**src/rtl/mezcla_pkg.sv**
```systemverilog
// ----------------------------------------------------------------------------
// Module  : mezcla_pkg
// Brief   : Default plant constants and timer state encoding for the mixer
//           plant emulator.
// Revision: 1.0 - initial release
// ----------------------------------------------------------------------------
`default_nettype none

package mezcla_pkg;

   // Default plant constants
   localparam int c_w_def        = 8;
   localparam int c_lvl_max_def  = 200;
   localparam int c_fill1_def    = 4;
   localparam int c_fill2_def    = 2;
   localparam int c_drain_def    = 5;
   localparam int c_drain_b_def  = 3;
   localparam int c_high_th_def  = 160;
   localparam int c_low_th_def   = 0;
   localparam int c_t_cycles_def = 10;

   // Timer state encoding
   typedef enum logic [1:0] {
      IDLE = 2'd0,
      RUN  = 2'd1,
      DONE = 2'd2
   } temp_state_t;

endpackage : mezcla_pkg

`default_nettype wire

```
**src/rtl/mezcla_temporizador.sv**
```systemverilog
// ----------------------------------------------------------------------------
// Module  : mezcla_temporizador
// Brief   : Process timer. A rising edge of T arms a T_CYCLES count; TOK pulses
//           for one cycle when the count expires. Dropping T aborts the run.
// Revision: 1.0 - initial release
// ----------------------------------------------------------------------------
`default_nettype none

module mezcla_temporizador
   import mezcla_pkg::*;
#(
   parameter int T_CYCLES = c_t_cycles_def
) (
   input  logic Clk,
   input  logic Reset,
   input  logic T,
   output logic TOK
);

   localparam int                c_cw   = (T_CYCLES > 2) ? $clog2(T_CYCLES) : 1;
   localparam logic [c_cw-1:0]   c_load = c_cw'(T_CYCLES - 1);

   temp_state_t      r_state;
   temp_state_t      w_state_nxt;
   logic [c_cw-1:0]  r_cnt;
   logic [c_cw-1:0]  w_cnt_nxt;
   logic             r_t_d;
   logic             r_tok;
   logic             w_tok_nxt;

   // State, counter, TOK and T edge-detect registers
   always_ff @(posedge Clk) begin
      if (!Reset) begin
         r_state <= IDLE;
         r_cnt   <= '0;
         r_t_d   <= 1'b0;
         r_tok   <= 1'b0;
      end else begin
         r_state <= w_state_nxt;
         r_cnt   <= w_cnt_nxt;
         r_t_d   <= T;
         r_tok   <= w_tok_nxt;
      end
   end

   // Next-state, count and TOK decode; retrigger requires a fresh rise of T
   always_comb begin
      w_state_nxt = r_state;
      w_cnt_nxt   = r_cnt;
      w_tok_nxt   = 1'b0;
      case (r_state)
         IDLE: begin
            if (T && !r_t_d) begin
               w_state_nxt = RUN;
               w_cnt_nxt   = c_load;
            end
         end
         RUN: begin
            if (!T) begin
               w_state_nxt = IDLE;
               w_cnt_nxt   = '0;
            end else if (r_cnt != '0) begin
               w_cnt_nxt = r_cnt - 1'b1;
            end else begin
               w_tok_nxt   = 1'b1;
               w_state_nxt = DONE;
            end
         end
         DONE: begin
            if (!T) begin
               w_state_nxt = IDLE;
            end
         end
         default: begin
            w_state_nxt = IDLE;
            w_cnt_nxt   = '0;
         end
      endcase
   end

   assign TOK = r_tok;

endmodule : mezcla_temporizador

`default_nettype wire

```
**src/rtl/mezcladora_planta.sv**
```systemverilog
// ----------------------------------------------------------------------------
// Module  : mezcladora_planta
// Brief   : Behavioural plant for the mixer controller: tank level with clamp
//           and sticky overflow, level sensors, start pulse, process timer,
//           batch and mixing-cycle counters.
// Revision: 1.0 - initial release
// ----------------------------------------------------------------------------
`default_nettype none

module mezcladora_planta
   import mezcla_pkg::*;
#(
   parameter int W        = c_w_def,
   parameter int LVL_MAX  = c_lvl_max_def,
   parameter int FILL1    = c_fill1_def,
   parameter int FILL2    = c_fill2_def,
   parameter int DRAIN    = c_drain_def,
   parameter int DRAIN_B  = c_drain_b_def,
   parameter int HIGH_TH  = c_high_th_def,
   parameter int LOW_TH   = c_low_th_def,
   parameter int T_CYCLES = c_t_cycles_def
) (
   input  logic         Clk,
   input  logic         Reset,
   input  logic         Start,
   input  logic         V1,
   input  logic         V2,
   input  logic         V3,
   input  logic         M,
   input  logic         T,
   input  logic         S,
   input  logic         B,
   output logic         IN,
   output logic         TOK,
   output logic         P1,
   output logic         P2,
   output logic [W-1:0] Level,
   output logic         Overflow,
   output logic [7:0]   Batches,
   output logic [15:0]  MixCycles
);

   // Level arithmetic runs two bits wider and signed so under/overflow are visible
   localparam logic signed [W+1:0] c_fill1   = (W+2)'(FILL1);
   localparam logic signed [W+1:0] c_fill2   = (W+2)'(FILL2);
   localparam logic signed [W+1:0] c_drain   = (W+2)'(DRAIN);
   localparam logic signed [W+1:0] c_drain_b = (W+2)'(DRAIN_B);
   localparam logic signed [W+1:0] c_lvl_max = (W+2)'(LVL_MAX);
   localparam logic [W-1:0]        c_lvl_top = W'(LVL_MAX);
   localparam logic [W-1:0]        c_high_th = W'(HIGH_TH);
   localparam logic [W-1:0]        c_low_th  = W'(LOW_TH);

   logic [W-1:0]        r_level;
   logic                r_overflow;
   logic signed [W+1:0] w_nxt;
   logic                r_start_d;
   logic                r_in;
   logic                r_s_d;
   logic [7:0]          r_batches;
   logic [15:0]         r_mix;

   // Unclamped next level: all valves and the pump act together
   always_comb begin
      w_nxt = $signed({2'b00, r_level});
      if (V1) w_nxt = w_nxt + c_fill1;
      if (V2) w_nxt = w_nxt + c_fill2;
      if (V3) w_nxt = w_nxt - c_drain;
      if (B)  w_nxt = w_nxt - c_drain_b;
   end

   // Level register with clamp at empty and at capacity; spill sets sticky flag
   always_ff @(posedge Clk) begin
      if (!Reset) begin
         r_level    <= '0;
         r_overflow <= 1'b0;
      end else if (w_nxt[W+1]) begin
         r_level <= '0;
      end else if (w_nxt > c_lvl_max) begin
         r_level    <= c_lvl_top;
         r_overflow <= 1'b1;
      end else begin
         r_level <= w_nxt[W-1:0];
      end
   end

   // Operator start: one registered pulse per rising edge of Start
   always_ff @(posedge Clk) begin
      if (!Reset) begin
         r_start_d <= 1'b0;
         r_in      <= 1'b0;
      end else begin
         r_start_d <= Start;
         r_in      <= Start & ~r_start_d;
      end
   end

   // Batch counter on rising edges of S, wraps naturally at 8 bits
   always_ff @(posedge Clk) begin
      if (!Reset) begin
         r_s_d     <= 1'b0;
         r_batches <= '0;
      end else begin
         r_s_d <= S;
         if (S && !r_s_d) begin
            r_batches <= r_batches + 8'd1;
         end
      end
   end

   // Mixer-on cycle counter, saturating at full scale
   always_ff @(posedge Clk) begin
      if (!Reset) begin
         r_mix <= '0;
      end else if (M && (r_mix != 16'hFFFF)) begin
         r_mix <= r_mix + 16'd1;
      end
   end

   mezcla_temporizador #(
      .T_CYCLES (T_CYCLES)
   ) u_temporizador (
      .Clk   (Clk),
      .Reset (Reset),
      .T     (T),
      .TOK   (TOK)
   );

   assign Level     = r_level;
   assign Overflow  = r_overflow;
   assign P1        = (r_level >= c_high_th);
   assign P2        = (r_level >  c_low_th);
   assign IN        = r_in;
   assign Batches   = r_batches;
   assign MixCycles = r_mix;

endmodule : mezcladora_planta

`default_nettype wire
```
**config.mk**
```make
export PLATFORM = sky130hd
export DESIGN_NAME = mezcladora_planta
export DESIGN_NICKNAME = d
export VERILOG_FILES = /design/src/rtl/mezcla_pkg.sv /design/src/rtl/mezcla_temporizador.sv /design/src/rtl/mezcladora_planta.sv
export SDC_FILE = /design/constraint.sdc
export NUM_CORES = 1
export LEC_CHECK = 0
export ABC_AREA = 1
export CORE_ASPECT_RATIO = 0.8
export CORE_UTILIZATION = 50
export CTS_BUF_LIST = sky130_fd_sc_hd__clkbuf_4 sky130_fd_sc_hd__clkbuf_8
export DETAILED_ROUTE_END_ITERATION = 6
export MAX_ROUTING_LAYER = met4
export PLACE_DENSITY = 0.85
export REMOVE_ABC_BUFFERS = 1
export SLEW_MARGIN = 0
export SYNTH_ARGS = -nofsm -noshare
export SYNTH_HDL_FRONTEND = slang
export SYNTH_SLANG_ARGS = --single-unit
```
**constraint.sdc**
```tcl
create_clock -name Clk -period 2.9 [get_ports Clk]
set_input_delay 0.29 -clock Clk [delete_from_list [all_inputs] [get_ports Clk]]
set_output_delay 0.29 -clock Clk [all_outputs]
set_load 0.005 [all_outputs]
```
# After elaboration in Yosys (flattened, before gate mapping)
# Index checks and enable logic that the tools add are counted.
[word_totals]
reg_bits = 44
inputBits = 10
elab_cells = 62
[classes]
addsub = 7
magnitude_cmp = 3
n_eq_ne = 7
n_mux = 15
bitwise = 5
n_reduce_logical = 13
[op_table]
columns = ["operator", "n"]
rows = [
  ["$mux W10", 3],
  ["$add A16 B1 Y16 const B", 1],
  ["$ne A16 B16 Y1 const B", 1],
  ["$mux W4", 3],
  ["$pmux W4 S3", 1],
  ["$add A10 B3 Y10 const B", 1],
  ["$gt A10 B9 Y1 const B", 1],
  ["$sub A10 B3 Y10 const B", 1],
  ["$sub A10 B4 Y10 const B", 1],
  ["$add A8 B3 Y9 const B", 1],
  ["$mux W9", 1],
  ["$reduce_and A3 Y1", 3],
  ["$add A8 B1 Y8 const B", 1],
  ["$ge A8 B8 Y1 const B", 1],
  ["$gt A8 B1 Y1 const B", 1],
  ["$mux W2", 4],
  ["$mux W8", 1],
  ["$pmux W2 S3", 1],
  ["$not A1 Y1", 4],
  ["$reduce_bool A4 Y1", 1],
  ["$sub A4 B1 Y4 const B", 1],
  ["$logic_and A1 B1 Y1", 3],
  ["$ne A3 B2 Y1 const B", 1],
  ["$ne A3 B3 Y1 const B", 1],
  ["11 further kinds", 12],
]

# Logic depth before layout (Yosys ltp)
[depth]
depth_word = 10
ltp_mapped = 21

# Cells and area by module
# Synthesis repeated with hierarchy kept, for this count alone.
[unflattened]
hier_cells = 442
area_unflattened_um2 = 2780.2
[by_module_without_submodules]
columns = ["mod", "n_inst", "cells_each", "area_each_um2", "seq_area_each_um2"]
rows = [
  ["mezcladora_planta", 1, 379, 2349.8, 720.7],
  ["mezcla_temporizador", 1, 63, 430.4, 160.2],
]

# Least setup slack after synthesis
# Ideal clock, no wire load.
[synth_timing]
path_kind = "flip-flop to flip-flop"
startpoint = "reg r_level[1] (netlist: Level[1])"
endpoint = "reg r_overflow (netlist: Overflow)"
arrival_ns = 2.178
t_required_ns = 2.767
setup_slack_ns = 0.589
stages_incl_launch_ff = 22
n_path_buf = 0
synth_period_minus_slack_ns = 2.311
path_cell_list = "dfxtp_1 -> inv_1 -> nand2_1 -> nand2_1 -> ha_1 -> or2_2 -> nand2_1 -> ha_1 -> nor2_1 -> inv_1 -> nor2_1 -> inv_1 -> nor2_1 -> nand2_1 -> nor2_1 -> nand2_1 -> nor2_1 -> nor2_1 -> nor2_2 -> nand2_1 -> nand2_2 -> a21oi_1"
[synth_between]
elab_chain_cells = 10
[synth_lines]
columns = ["element", "line", "source"]
rows = [
  ["start, declared", "mezcladora_planta.sv:53", "logic [W-1:0] r_level;"],
  ["start signal, assigned", "mezcladora_planta.sv:79", "r_level <= c_lvl_top;"],
  ["start signal, assigned", "mezcladora_planta.sv:82", "r_level <= w_nxt[W-1:0];"],
  ["$add A8 B3 Y9", "mezcladora_planta.sv:65", "if (V1) w_nxt = w_nxt + c_fill1;"],
  ["$mux W9 (*)", "mezcladora_planta.sv:65", ""],
  ["$add A10 B3 Y10", "mezcladora_planta.sv:66", "if (V2) w_nxt = w_nxt + c_fill2;"],
  ["$mux W10 (*)", "mezcladora_planta.sv:66", ""],
  ["$sub A10 B4 Y10", "mezcladora_planta.sv:67", "if (V3) w_nxt = w_nxt - c_drain;"],
  ["$mux W10 (*)", "mezcladora_planta.sv:67", ""],
  ["$sub A10 B3 Y10", "mezcladora_planta.sv:68", "if (B) w_nxt = w_nxt - c_drain_b;"],
  ["$mux W10 (*)", "mezcladora_planta.sv:68", ""],
  ["$gt A10 B9 Y1 / $not A1 Y1 (equally long branches)", "n/a", ""],
  ["$reduce_and A2 Y1 (no source line) (*)", "n/a", ""],
  ["end signal, assigned", "mezcladora_planta.sv:75", "r_overflow <= 1'b0;"],
  ["end signal, assigned", "mezcladora_planta.sv:80", "r_overflow <= 1'b1;"],
  ["end, declared", "mezcladora_planta.sv:54", "logic r_overflow;"],
]
# Mark *: on every way between the ends. The rest lies on a longest branch, timed or not.
# A chain may end at the register's enable or synchronous reset.

# Worst setup path after layout
# Ends and elaborated chain as after synthesis.

==> flow_summary.json <==
{
  "drive_gt1_frac": 0.08925,
  "total_power_uw": 2519,
  "fin_crit_sh": 0.8917,
  "grt_usage": 0.2334,
  "worstReg2RegStart": "Level[1]$_SDFF_PP0_",
  "clock_latency_ns": 0.30,
  "fin_crit_ns": 2.586,
  "setup_tns_ns": 0,
  "critical_path_cell_count": 21,
  "netlist_instances": 439,
  "hold_viol_final": 0,
  "start_kind": "flop",
  "crit_type": "reg2reg",
  "io_pins": 47,
  "syn2layout_area_growth_pct": 24.52,
  "critPathMaxFanout": 5,
  "setup_viol": 0,
  "reg2reg_to": "Overflow$_SDFFE_PN0P_",
  "cp_slowest_cell": "dfxtp_1",
  "cts_setup_buffers": 0,
  "syn_avg_cell_area_um2": 6.265,
  "rsz0062_at_grt": "false",
  "synth_edf_count": 0,
  "vdd_drop_max_uv": 322.8,
  "die-area_um2": 5803,
  "cts_root_buffer": "clkbuf_8",
  "start_util": 0.5339,
  "die_w_um": 84.92,
  "status": "finished, violations left",
  "vias_per_cell": 5.106,
  "required_ns": 3.05,
  "fillCellCount": 459,
  "failed_checks": "DRC",
  "routed_wirelength_um": 6391,
  "diodes": 0,
  "grtUsageMet2": 0.3862,
  "placementRows": 23,
  "yosysSeqAreaShare": 0.3203,
  "cp_slowest_stage_delay_ns": 0.40,
  "h-tree-depth": 2,
  "antenna_left": 0,
  "slew_violations": 0,
  "syn_area_um2": 2750,
  "worst_pin_slew_ns": 0.6630,
  "cap_violations": 0,
  "r2r_slack_ns": 0.31,
  "ys_types": 30,
  "grt_overflow": 0,
  "async_flop_share": 0,
  "grt_antenna_before_repair": 0,
  "pwr_density_cell_nw_per_um2": 735.5,
  "drt_pre_antenna_iters": 6,
  "grt_busiest_layer": "met2",
  "numCtsBuffers": 5,
  "dieHeight_um": 68.34,
  "crit_end": "Overflow$_SDFFE_PN0P_",
  "use_met3": 0.04463,
  "crit_arrival_ns": 2.74,
  "total_leakage_power_uw": 0.001547,
  "slew_headroom": 0.5575,
  "ys_ff_latch": 44,
  "hold_path_class": "reg2reg",
  "cts_tree": "done",
  "fmax_ghz": 0.3867,
  "gp_congestion": 0.9254,
  "route.detailed.drc": 3,
  "ys_warn_count": 0,
  "crit_top_cell": "nand2_1",
  "drt_iter0_drc": 170,
  "port_buffers": 46,
  "cp_top_family": "simple AND/OR/NAND/NOR gates",
  "cp.buffers_inverters": 3,
  "crit_path_cell_trace": "inv_1 > nand2_1 > nand2_1 > ha_1 > or2_2 > nand2_1 > ha_1 > nor2_1 > inv_1 > nor2_2 > inv_1 > nor2_1 > nand2_1 > nor2_1 > nand2_1 > nor2_1 > nor2_1 > nor2_2 > nand2_1 > nand2_2 > a21oi_1",
  "skew_ns": 0.008705,
  "met1_usage": 0.2985,
  "path_clk_slew_ns": 0.09,
  "numClockSinks": 44,
  "grt_pass1_wl_um": 10360,
  "worstSetupStartpoint": "Level[1]$_SDFF_PP0_",
  "cts_buffer_depth": 2,
  "grt_pass1_vias": 2473,
  "synth_ff_type": "dfxtp_1",
  "vias": 2834,
  "detail_route.wl_per_cell_um": 11.52,
  "place_hpwl_um": 4904,
  "crit_path_end_kind": "flop",
  "core_area_um2": 5151,
  "worstRegToRegCells": 21,
  "final_nets": 511,
  "grt_max_degree": 21
}
==> how the worst min path moves through the flow <==
| stage | startpoint | end | slack, ns | cells after the start |
|---|---|---|---|---|
| 6_report | r_start_d$_SDFF_PN0_ | IN$_SDFF_PN0_ | 0.39 | 1 |
| 5_1_grt | r_start_d$_SDFF_PN0_ | IN$_SDFF_PN0_ | 0.42 | 1 |
| 4_1_cts | r_start_d$_SDFF_PN0_ | IN$_SDFF_PN0_ | 0.39 | 1 |
| 3_5_place_dp | r_start_d$_SDFF_PN0_ | IN$_SDFF_PN0_ | 0.38 | 1 |
| 3_3_place_gp | r_start_d$_SDFF_PN0_ | IN$_SDFF_PN0_ | 0.37 | 1 |
| 2_1_floorplan | r_start_d$_SDFF_PN0_ | IN$_SDFF_PN0_ | 0.37 | 1 |
==> cells by family (layout without fill, tap and decap cells) <==
kind of cell             after synthesis  in the layout  share of synthesized area
adder cells (fa/ha/maj)                9              9                    0.04095
XOR/XNOR                               3              3                   0.009556
buffers and inverters                 85            139                     0.1165
flip-flops                            44             44                     0.3203
AO/OA/AOI/OAI                         54             54                     0.1106
AND/OR/NAND/NOR                      244            244                     0.4022
==> what timing repair did <==
item                       4_1_cts  5_1_grt
resized for setup                0        3
setup endpoints to repair        0        9
hold buffers                     0        0
==> layout by cell type (no fill, tap or decap), types with 2 or more instances in the layout <==
master	synthesis	routed
nor2_2	9	10
clkbuf_8	0	5
nand2_2	12	12
a211oi_1	4	4
a221oi_1	2	2
inv_1	78	78
nand4_1	9	9
o21ai_0	16	16
nor2_4	2	2
dfxtp_1	44	44
nor2_1	61	60
a21oi_1	25	25
ha_1	9	9
nor3_1	13	13
clkdlybuf4s50_1	0	44
inv_2	2	2
nor4_1	3	3
nand2_1	98	98
o21a_1	4	4
xor2_1	3	3
buf_4	0	5
dlymetal6s2s_1	0	2
nand3_1	29	29
nand3_2	3	3
==> cell usage after synthesis, types with 2 or more instances <==
library cell	count	area [um^2]
xor2_1	3	26.28
inv_1	78	292.8
nand2_1	98	367.9
nor2_1	61	229.0
o21a_1	4	30.03
nor4_1	3	18.77
a21oi_1	25	125.1
nor2_4	2	22.52
nor3_1	13	65.06
nand4_1	9	56.30
clkbuf_1	4	15.01
nor2_2	9	56.30
a221oi_1	2	17.52
dfxtp_1	44	880.8
inv_2	2	7.510
nand2_2	12	75.07
a211oi_1	4	30.03
nand3_1	29	145.1
ha_1	9	112.6
nand3_2	3	30.03
o21ai_0	16	80.08
==> state kept, by name, indices dropped and copies added, names as in the netlist <==
| register | flops |
|---|---|
| IN | 1 |
| Level | 8 |
| Overflow | 1 |
| u_temporizador.r_cnt | 4 |
| u_temporizador.r_state | 2 |
| r_s_d | 1 |
| r_start_d | 1 |
| u_temporizador.r_t_d | 1 |
| Batches | 8 |
| u_temporizador.TOK | 1 |
| MixCycles | 16 |
==> metal layers <==
layer | wire length (um) | part of all wire
met1 | 3141 | 0.49
met3 | 387 | 0.061
met2 | 2801 | 0.44
met5 | 0 | 0
met4 | 61 | 0.0095
==> area by class of cell <==
cell class,instances,area (um^2),area share
inverters,80,300.3,0.08769
clock buffers,5,68.82,0.02010
multi-input cells,310,1551,0.4531
flip-flops and latches,44,880.8,0.2572
repair buffers,51,503.0,0.1469
clock inverters,3,42.54,0.01242
well taps,62,77.57,0.02265
==> report_power, final <==
| group | internal (uW) | total, uW | switching, uW |
|---|---|---|---|
| Clock | 255 | 463 | 209 |
| Combinational | 500 | 1300 | 797 |
| Sequential | 677 | 758 | 80.8 |
| Total | 1430 | 2520 | 1090 |
==> per-stage QoR <==
step / util / area (um^2) / hold WS, ns / setup slack (ns) / instances
floorplan: - / 2730 / 0.3681 / 0.5828 / 434
global placement: 0.6417 / 3306 / 0.3727 / 0.01782 / 547
detailed placement: 0.6417 / 3306 / 0.3809 / -0.1470 / 547
CTS: 0.6633 / 3417 / 0.3934 / 0.1655 / 555
global route: 0.6648 / 3425 / 0.4157 / 0.004148 / 555
finish: 0.6648 / 3425 / 0.3904 / 0.3141 / 555
No activity file was read; power rests on OpenSTA's default activity.
